$ cat src/rtl/piped_adder_pkg.sv
// Shared sizing helpers for piped_adder: stage count, per-stage slice width and latency.
// Latency includes the clamp stage when PIPED_ADDER_SAT_EN is defined.
package piped_adder_pkg;

    typedef enum logic [1:0] {
        RST_ASYNEG = 2'd0,
        RST_ASYPOS = 2'd1,
        RST_SYNNEG = 2'd2,
        RST_SYNPOS = 2'd3
    } reset_kind_e;

    function automatic int num_stages(input int width, input int chunk);
        return (width + chunk) / chunk;   // ceil((width+1)/chunk)
    endfunction

    function automatic int chunk_width(input int width, input int chunk, input int k);
        int remaining;
        remaining = width + 1 - k * chunk;
        return (remaining < chunk) ? remaining : chunk;
    endfunction

    function automatic int latency(input int width, input int chunk);
`ifdef PIPED_ADDER_SAT_EN
        return num_stages(width, chunk) + 1;
`else
        return num_stages(width, chunk);
`endif
    endfunction

endpackage

$ cat src/rtl/conv_reg.sv
// Generic delay line of LENGTH registers (LENGTH=0 is a plain wire) with a
// selectable reset flavour: "ASYNEG", "ASYPOS", "SYNNEG" or "SYNPOS".
module conv_reg #(
    parameter int    WIDTH      = 1,
    parameter int    LENGTH     = 1,
    parameter string RESET_TYPE = "ASYNEG"
) (
    input  logic             clk,
    input  logic             reset,
    input  logic [WIDTH-1:0] din,
    output logic [WIDTH-1:0] dout
);

    generate
        if (LENGTH == 0) begin : g_wire
            logic unused_ctrl;
            assign unused_ctrl = clk ^ reset;
            assign dout = din;
        end else begin : g_line
            for (genvar gi = 0; gi < LENGTH; gi++) begin : g_tap
                logic [WIDTH-1:0] tap_reg;
                logic [WIDTH-1:0] tap_next;

                if (gi == 0) begin : g_head
                    assign tap_next = din;
                end else begin : g_body
                    assign tap_next = g_tap[gi-1].tap_reg;
                end

                if (RESET_TYPE == "ASYNEG") begin : g_asyneg
                    always_ff @(posedge clk or negedge reset) begin
                        if (!reset) tap_reg <= '0;
                        else        tap_reg <= tap_next;
                    end
                end else if (RESET_TYPE == "ASYPOS") begin : g_asypos
                    always_ff @(posedge clk or posedge reset) begin
                        if (reset) tap_reg <= '0;
                        else       tap_reg <= tap_next;
                    end
                end else if (RESET_TYPE == "SYNNEG") begin : g_synneg
                    always_ff @(posedge clk) begin
                        if (!reset) tap_reg <= '0;
                        else        tap_reg <= tap_next;
                    end
                end else begin : g_synpos
                    always_ff @(posedge clk) begin
                        if (reset) tap_reg <= '0;
                        else       tap_reg <= tap_next;
                    end
                end
            end
            assign dout = g_tap[LENGTH-1].tap_reg;
        end
    endgenerate

endmodule

$ cat src/rtl/piped_adder_stage.sv
// One slice of the pipelined adder: SW-bit add with carry-in, registered sum and carry-out.
module piped_adder_stage #(
    parameter int SW = 4
) (
    input  logic          clk,
    input  logic          reset_n,
    input  logic [SW-1:0] a,
    input  logic [SW-1:0] b,
    input  logic          cin,
    output logic [SW-1:0] sum,
    output logic          cout
);

    logic [SW:0]   total_next;
    logic [SW-1:0] sum_reg;
    logic          cout_reg;

    assign total_next = {1'b0, a} + {1'b0, b} + {{SW{1'b0}}, cin};

    always_ff @(posedge clk or negedge reset_n) begin
        if (!reset_n) begin
            sum_reg  <= '0;
            cout_reg <= 1'b0;
        end else begin
            sum_reg  <= total_next[SW-1:0];
            cout_reg <= total_next[SW];
        end
    end

    assign sum  = sum_reg;
    assign cout = cout_reg;

endmodule

$ cat src/rtl/piped_adder.sv
// Pipelined WIDTH-bit add/subtract producing an exact WIDTH+1-bit result, CHUNK bits per stage.
// Define PIPED_ADDER_SAT_EN to add a registered clamp to the WIDTH-bit range (latency N+1).
module piped_adder
    import piped_adder_pkg::*;
#(
    parameter int WIDTH  = 16,
    parameter int CHUNK  = 4,
    parameter int SIGNED = 1
) (
    input  logic             clk,
    input  logic             reset_n,
    input  logic             in_valid,
    input  logic             sub,
    input  logic [WIDTH-1:0] a,
    input  logic [WIDTH-1:0] b,
    output logic             out_valid,
    output logic [WIDTH:0]   out
);

    localparam int W1 = WIDTH + 1;
    localparam int N  = num_stages(WIDTH, CHUNK);

    logic [W1-1:0] a_ext;
    logic [W1-1:0] b_ext;
    logic [W1-1:0] b_op;
    logic [N-1:0]  carry;
    logic [W1-1:0] sum_raw;
    logic          valid_raw;
    logic          unused_carry;

    generate
        if (SIGNED != 0) begin : g_sext
            assign a_ext = {a[WIDTH-1], a};
            assign b_ext = {b[WIDTH-1], b};
        end else begin : g_zext
            assign a_ext = {1'b0, a};
            assign b_ext = {1'b0, b};
        end
    endgenerate

    // Subtraction as a + ~b + 1; the +1 enters as stage 0 carry-in.
    assign b_op = sub ? ~b_ext : b_ext;

    // The extended width already holds the exact result, so the top carry is dropped.
    assign unused_carry = carry[N-1];

    generate
        for (genvar gi = 0; gi < N; gi++) begin : g_stage
            localparam int LSB = gi * CHUNK;
            localparam int SW  = chunk_width(WIDTH, CHUNK, gi);

            logic [SW-1:0] a_skew;
            logic [SW-1:0] b_skew;
            logic [SW-1:0] sum_slice;
            logic          cin;

            conv_reg #(
                .WIDTH      (2 * SW),
                .LENGTH     (gi),
                .RESET_TYPE ("ASYNEG")
            ) u_skew (
                .clk   (clk),
                .reset (reset_n),
                .din   ({a_ext[LSB +: SW], b_op[LSB +: SW]}),
                .dout  ({a_skew, b_skew})
            );

            if (gi == 0) begin : g_cin_sub
                assign cin = sub;
            end else begin : g_cin_chain
                assign cin = carry[gi-1];
            end

            piped_adder_stage #(
                .SW (SW)
            ) u_stage (
                .clk     (clk),
                .reset_n (reset_n),
                .a       (a_skew),
                .b       (b_skew),
                .cin     (cin),
                .sum     (sum_slice),
                .cout    (carry[gi])
            );

            conv_reg #(
                .WIDTH      (SW),
                .LENGTH     (N - 1 - gi),
                .RESET_TYPE ("ASYNEG")
            ) u_deskew (
                .clk   (clk),
                .reset (reset_n),
                .din   (sum_slice),
                .dout  (sum_raw[LSB +: SW])
            );
        end
    endgenerate

    conv_reg #(
        .WIDTH      (1),
        .LENGTH     (N),
        .RESET_TYPE ("ASYNEG")
    ) u_valid_pipe (
        .clk   (clk),
        .reset (reset_n),
        .din   (in_valid),
        .dout  (valid_raw)
    );

`ifdef PIPED_ADDER_SAT_EN
    localparam logic [W1-1:0] SMAX = (W1'(1) << (WIDTH - 1)) - W1'(1);
    localparam logic [W1-1:0] UMAX = (W1'(1) << WIDTH) - W1'(1);

    logic          sub_late;
    logic [W1-1:0] sat_next;
    logic [W1-1:0] out_reg;
    logic          valid_reg;

    // Unsigned results are ambiguous in the top bit; the op's sub tells underflow from overflow.
    conv_reg #(
        .WIDTH      (1),
        .LENGTH     (N),
        .RESET_TYPE ("ASYNEG")
    ) u_sub_pipe (
        .clk   (clk),
        .reset (reset_n),
        .din   (sub),
        .dout  (sub_late)
    );

    always_comb begin
        sat_next = sum_raw;
        if (SIGNED != 0) begin
            if (!sum_raw[W1-1] && sum_raw[W1-2])
                sat_next = SMAX;
            else if (sum_raw[W1-1] && !sum_raw[W1-2])
                sat_next = ~SMAX;
        end else if (sum_raw[W1-1]) begin
            sat_next = sub_late ? '0 : UMAX;
        end
    end

    always_ff @(posedge clk or negedge reset_n) begin
        if (!reset_n) begin
            out_reg   <= '0;
            valid_reg <= 1'b0;
        end else begin
            out_reg   <= sat_next;
            valid_reg <= valid_raw;
        end
    end

    assign out       = out_reg;
    assign out_valid = valid_reg;
`else
    assign out       = sum_raw;
    assign out_valid = valid_raw;
`endif

endmodule

$ cat config.mk
export PLATFORM = sky130hd
export DESIGN_NAME = piped_adder
export DESIGN_NICKNAME = d
export VERILOG_FILES = /design/src/rtl/piped_adder_pkg.sv /design/src/rtl/conv_reg.sv /design/src/rtl/piped_adder_stage.sv /design/src/rtl/piped_adder.sv
export SDC_FILE = /design/constraint.sdc
export NUM_CORES = 1
export LEC_CHECK = 0
export ABC_AREA = 0
export ABC_CLOCK_PERIOD_IN_PS = 1700
export BUFFER_PORTS_ARGS = -buffer_cell sky130_fd_sc_hd__buf_4
export CELL_PAD_IN_SITES_DETAIL_PLACEMENT = 0
export CELL_PAD_IN_SITES_GLOBAL_PLACEMENT = 1
export CORE_ASPECT_RATIO = 0.6
export CORE_MARGIN = 2
export CORE_UTILIZATION = 40
export DETAILED_ROUTE_END_ITERATION = 10
export GPL_TIMING_DRIVEN = 0
export PLACE_DENSITY_LB_ADDON = 0.25
export SLEW_MARGIN = 20
export SYNTH_ARGS = -nofsm -noshare
export SYNTH_HDL_FRONTEND = slang
export SYNTH_HIERARCHICAL = 1
export SYNTH_SLANG_ARGS = --single-unit
$ cat constraint.sdc
create_clock -name clk -period 1.7 [get_ports clk]
set_input_delay 0.085 -clock clk [delete_from_list [all_inputs] [get_ports clk]]
set_output_delay 0.085 -clock clk [all_outputs]
set_load 0.05 [all_outputs]
## After elaboration in Yosys (flattened, before gate mapping)

Cells that the tools add are included.

| word-level totals | value |
|---|---|
| register bits after elaboration | 122 |
| input bits | 36 |
| output and inout bits | 18 |
| word-level logic and storage cells | 46 |

| cells by class | value |
|---|---|
| $add $sub $neg | 10 |
| multiplexer cells | 1 |
| bitwise logic cells | 1 |

Operators by type and width:

| kind | number |
|---|---|
| $add A4 B4 Y5 | 4 |
| $add A5 B1 Y5 | 4 |
| $mux W17 | 1 |
| $not A17 Y17 | 1 |
| $add A1 B1 Y1 | 2 |

## Longest topological paths before layout

| depth | value |
|---|---|
| word-level depth | 4 |
| gate-level depth with buffers | 9 |

## Hierarchy

The synthesis kept the hierarchy.

By module, submodules not included:

| module | instances | cells an instance | area each (um2) | sequential area each (um2) |
|---|---|---|---|---|
| piped_adder_stage (g_stage[0].u_stage ...) | 4 | 21 | 269.0 | 125.1 |
| conv_reg (g_stage[0].u_deskew ...) | 2 | 16 | 400.4 | 400.4 |
| conv_reg (g_stage[1].u_skew ...) | 3 | 8 | 200.2 | 200.2 |
| conv_reg (g_stage[3].u_skew) | 1 | 24 | 600.6 | 600.6 |
| conv_reg (g_stage[1].u_deskew) | 1 | 12 | 300.3 | 300.3 |
| piped_adder | 1 | 18 | 171.4 | 0.0 |
| conv_reg (u_valid_pipe) | 1 | 5 | 125.1 | 125.1 |
| conv_reg (g_stage[3].u_deskew) | 1 | 4 | 100.1 | 100.1 |
| piped_adder_stage (g_stage[4].u_stage) | 1 | 3 | 70.1 | 50.0 |
| conv_reg (g_stage[0].u_skew) | 1 | 8 | 60.1 | 0.0 |
| conv_reg (g_stage[4].u_deskew) | 1 | 1 | 7.5 | 0.0 |

## Least setup slack after synthesis

Ideal clock, no wire load.

| timing path | value |
|---|---|
| path type | in2reg |
| from | input sub |
| to | register g_stage[0].u_stage.cout_reg |
| arrival | 1.369 ns |
| slack | 0.209 ns |
| stages | 9 |
| path through | buf_6 -> xor2_1 -> buf_4 -> fa_1 -> inv_1 -> fa_1 -> nor2b_1 -> o21ai_0 -> nand2b_1 |

| on the way | value |
|---|---|
| longest elaborated chain between the ends | 3 |

Ends and longest elaborated chain:

| element | line | RTL |
|---|---|---|
| start: declaration | piped_adder.sv:13 | `input logic sub,` |
| $mux W17 | piped_adder.sv:42 | `assign b_op = sub ? ~b_ext : b_ext;` |
| named net b_op[0] | piped_adder.sv:25 | `logic [W1-1:0] b_op;` |
| $add A4 B4 Y5 | piped_adder_stage.sv:18 | `assign total_next = {1'b0, a} + {1'b0, b} + {{SW{1'b0}}, cin};` |
| $add A5 B1 Y5 | piped_adder_stage.sv:18 |  |
| named net g_stage[0].u_stage.total_next[4] | piped_adder_stage.sv:14 | `logic [SW:0] total_next;` |
| end signal: assignment | piped_adder_stage.sv:26 | `cout_reg <= total_next[SW];` |
| end: declaration | piped_adder_stage.sv:16 | `logic cout_reg;` |

The timed path passes the listed nets, and every way through them passes these cells.

## Worst setup path in the final report

| timing path | value |
|---|---|
| from | register g_stage[2].u_skew.g_line.g_tap[1].tap_reg[4] |
| to | register g_stage[2].u_stage.cout_reg |

| on the way | value |
|---|---|
| longest elaborated chain between the ends | 2 |

Ends and longest elaborated chain:

| element | line | RTL |
|---|---|---|
| start: declaration | conv_reg.sv:21 | `logic [WIDTH-1:0] tap_reg;` |
| start signal: assignment | conv_reg.sv:33 | `else tap_reg <= tap_next;` |
| $add A4 B4 Y5 | piped_adder_stage.sv:18 |  |
| $add A5 B1 Y5 | piped_adder_stage.sv:18 |  |
| named net g_stage[2].u_stage.total_next[4] | piped_adder_stage.sv:14 |  |
| end signal: assignment | piped_adder_stage.sv:26 |  |
| end: declaration | piped_adder_stage.sv:16 |  |

The timed path passes the listed nets, and every way through them passes these cells.

==> reports/qor.txt <==
Clock Pin Slew Worst Setup and Hold Paths: 60 ps
Pwr Density: 1580 nW/um^2
largest net degree at the start of global routing: 67
DP Worst Slack: -23.6 ps
most frequent cell on the critical path: fa_1
hold crit path type: primary input to flip-flop
Worst EP required: 1990 ps
utilization after layout: 57.6%
H-tree levels: 4
gr ovfl total: 0
Fillers: 752
Slew @ Worst Pin: 515 ps
Final GP Congestion: 0.655
DRC: 0
worst hold path startpoint: sub
post-synthesis instance total: 214
area of the multi-input gates: 676 sq um
crit-path max FO: 2
Worst Skew: 5.73 ps
Worst EP arrival: 1840 ps
design area: 5380 sq um
final wirelength: 4940 um
outcome: complete, no violations
vias post-DR: 1,780
Reg2Reg Setup Slack: 150 ps
Critical Path Source Type: flip-flop
total CTS buffers: 17
Die Area: 10,500 sq um
CP Capture Type: flip-flop
clock tree buffer depth: 2
CP max-delay cell: fa_1
# port buffers: 49
syn_nets: 271
Std-Cell Rows: 27
vias in the first global route: 1,833
drt wl/cell: 10.9 um
DR vias/cell: 3.91
Ys Warns: 6
Setup WS post-layout: 153 ps
placed cell area: 4450 sq um
cell area after synthesis: 3890 sq um
most frequent cells in the layout: 122 x dfrtp_1, 57 x buf_4, 29 x dlygate4sd3_1
RSZ-0062 raised after global routing: false
R2R Path Start: g_stage[2].u_skew/dout[4]
Die Y: 80.4 um
Final setup viols: 0
worst r2r path cells: 6
Diodes inserted: 0
Setup CP Type: flip-flop to flip-flop
CORE AREA: 9320 sq um
Pins Over Slew Limit: 0
f_max: 646 MHz
register area: 3050 sq um
Final Hold Viols: 0
Max-cap violations: 0
DP Wirelength: 2890 um
io pins: 54
CTS tree: built
cells along the critical path: fa_1 > inv_1 > fa_1 > nor2b_1 > o21ai_0 > nand2b_1
first-pass iteration count of the detailed router: 4
Die Wd: 131 um
antenna violations before repair: 0
Critical Path Max Stage Delay: 490 ps
Initial DRC Count: 66
reg2reg end: g_stage[2].u_stage/cout
placed cells: 394
Initial Utilization: 41.7%
post-route ant nets: 0
Final min period: 1550 ps
worst vdd ir: 0.000732 V
global-route wire length before repair: 8560 um
clock root buffer master: clkbuf_16
ratio of cells with drive above 1 in the final layout: 29.8%
Final Instance Count excl. Fillers: 455
Slew Limit Headroom: 65.7%
hold worst-path end: g_stage[3].u_skew/g_line.g_tap[0].tap_reg[1]
max FFs per register: 30
synthesized area per cell: 18.2 sq um
layout net count: 369
Area Growth Syn to Fin: 38.3%
fin crit share: 91.0%
Overall Global Routing Usage: 11.4%
most common cell after layout, fill and taps aside: dfrtp_1
Worst Hold Depth: 3
CTS sink cnt: 122
P_leak: 2.55 nW
Worst-Skew Late Latency: 410 ps
-- stage by stage --
step | TNS [ps] | hold WS, ps | power (mW)
after floorplan | 0 | -211 | 4.35
after global placement | -23.7 | 194 | 4.74
after detailed placement | -23.6 | 76.8 | 4.77
after CTS | 0 | 17.0 | 8.63
after global routing | 0 | 28.2 | 8.88
final | 0 | 30.3 | 8.50
-- cell type report --
cell class	instances	share of cell area, %
Sequential cell	122	56.8
Timing Repair Buffer	79	12.8
Multi-Input combinational cell	65	12.6
Clock buffer	18	8.17
Clock inverter	14	3.65
Tap cell	130	3.03
Buffer	11	1.84
Inverter	16	1.12
-- what timing repair did --
action	4_1_cts	5_1_grt
hold buffers	29	0
setup endpoints to repair	0	1
gates resized for setup	0	1
hold endpoints to repair	85	0
buffers inserted	0	0
-- layer usage --
| metal | track usage (%) | vias up | part of all wire, % |
|---|---|---|---|
| li1 | - | 853 | - |
| met1 | 13.0 | 877 | 45 |
| met2 | 16.9 | 41 | 48 |
| met3 | 6.12 | 9 | 5.8 |
| met4 | 7.17 | 0 | 1.6 |
| met5 | 0 | - | 0 |
-- where the power goes --
group	leakage (nW)	internal, mW	switching [mW]
sequential	1.42	3.43	0.142
clock	0.302	2.50	1.25
combinational	0.824	0.444	0.736
-- worst max path at each step --
stage / startpoint / to / slack, ps / cells after the start
4_1_cts: g_stage[1].u_skew/dout[4] / g_stage[1].u_stage/cout / 120 / 6
2_1_floorplan: sub / g_stage[0].u_stage/cout / 210 / 9
5_1_grt: g_stage[1].u_skew/dout[4] / g_stage[1].u_stage/cout / 60 / 6
3_3_place_gp: sub / g_stage[0].u_stage/cout / -20 / 10
3_5_place_dp: sub / g_stage[0].u_stage/cout / -20 / 10
6_report: g_stage[2].u_skew/dout[4] / g_stage[2].u_stage/cout / 150 / 6
-- critical path, delay by kind of cell (launching register included) --
family	cells	cell delay, ps
fa+ha+maj	2	690
simple gates	2	130
flops	1	380
compound gates	1	140
buf+inv	1	90
Power figures use the tool's default switching activity.
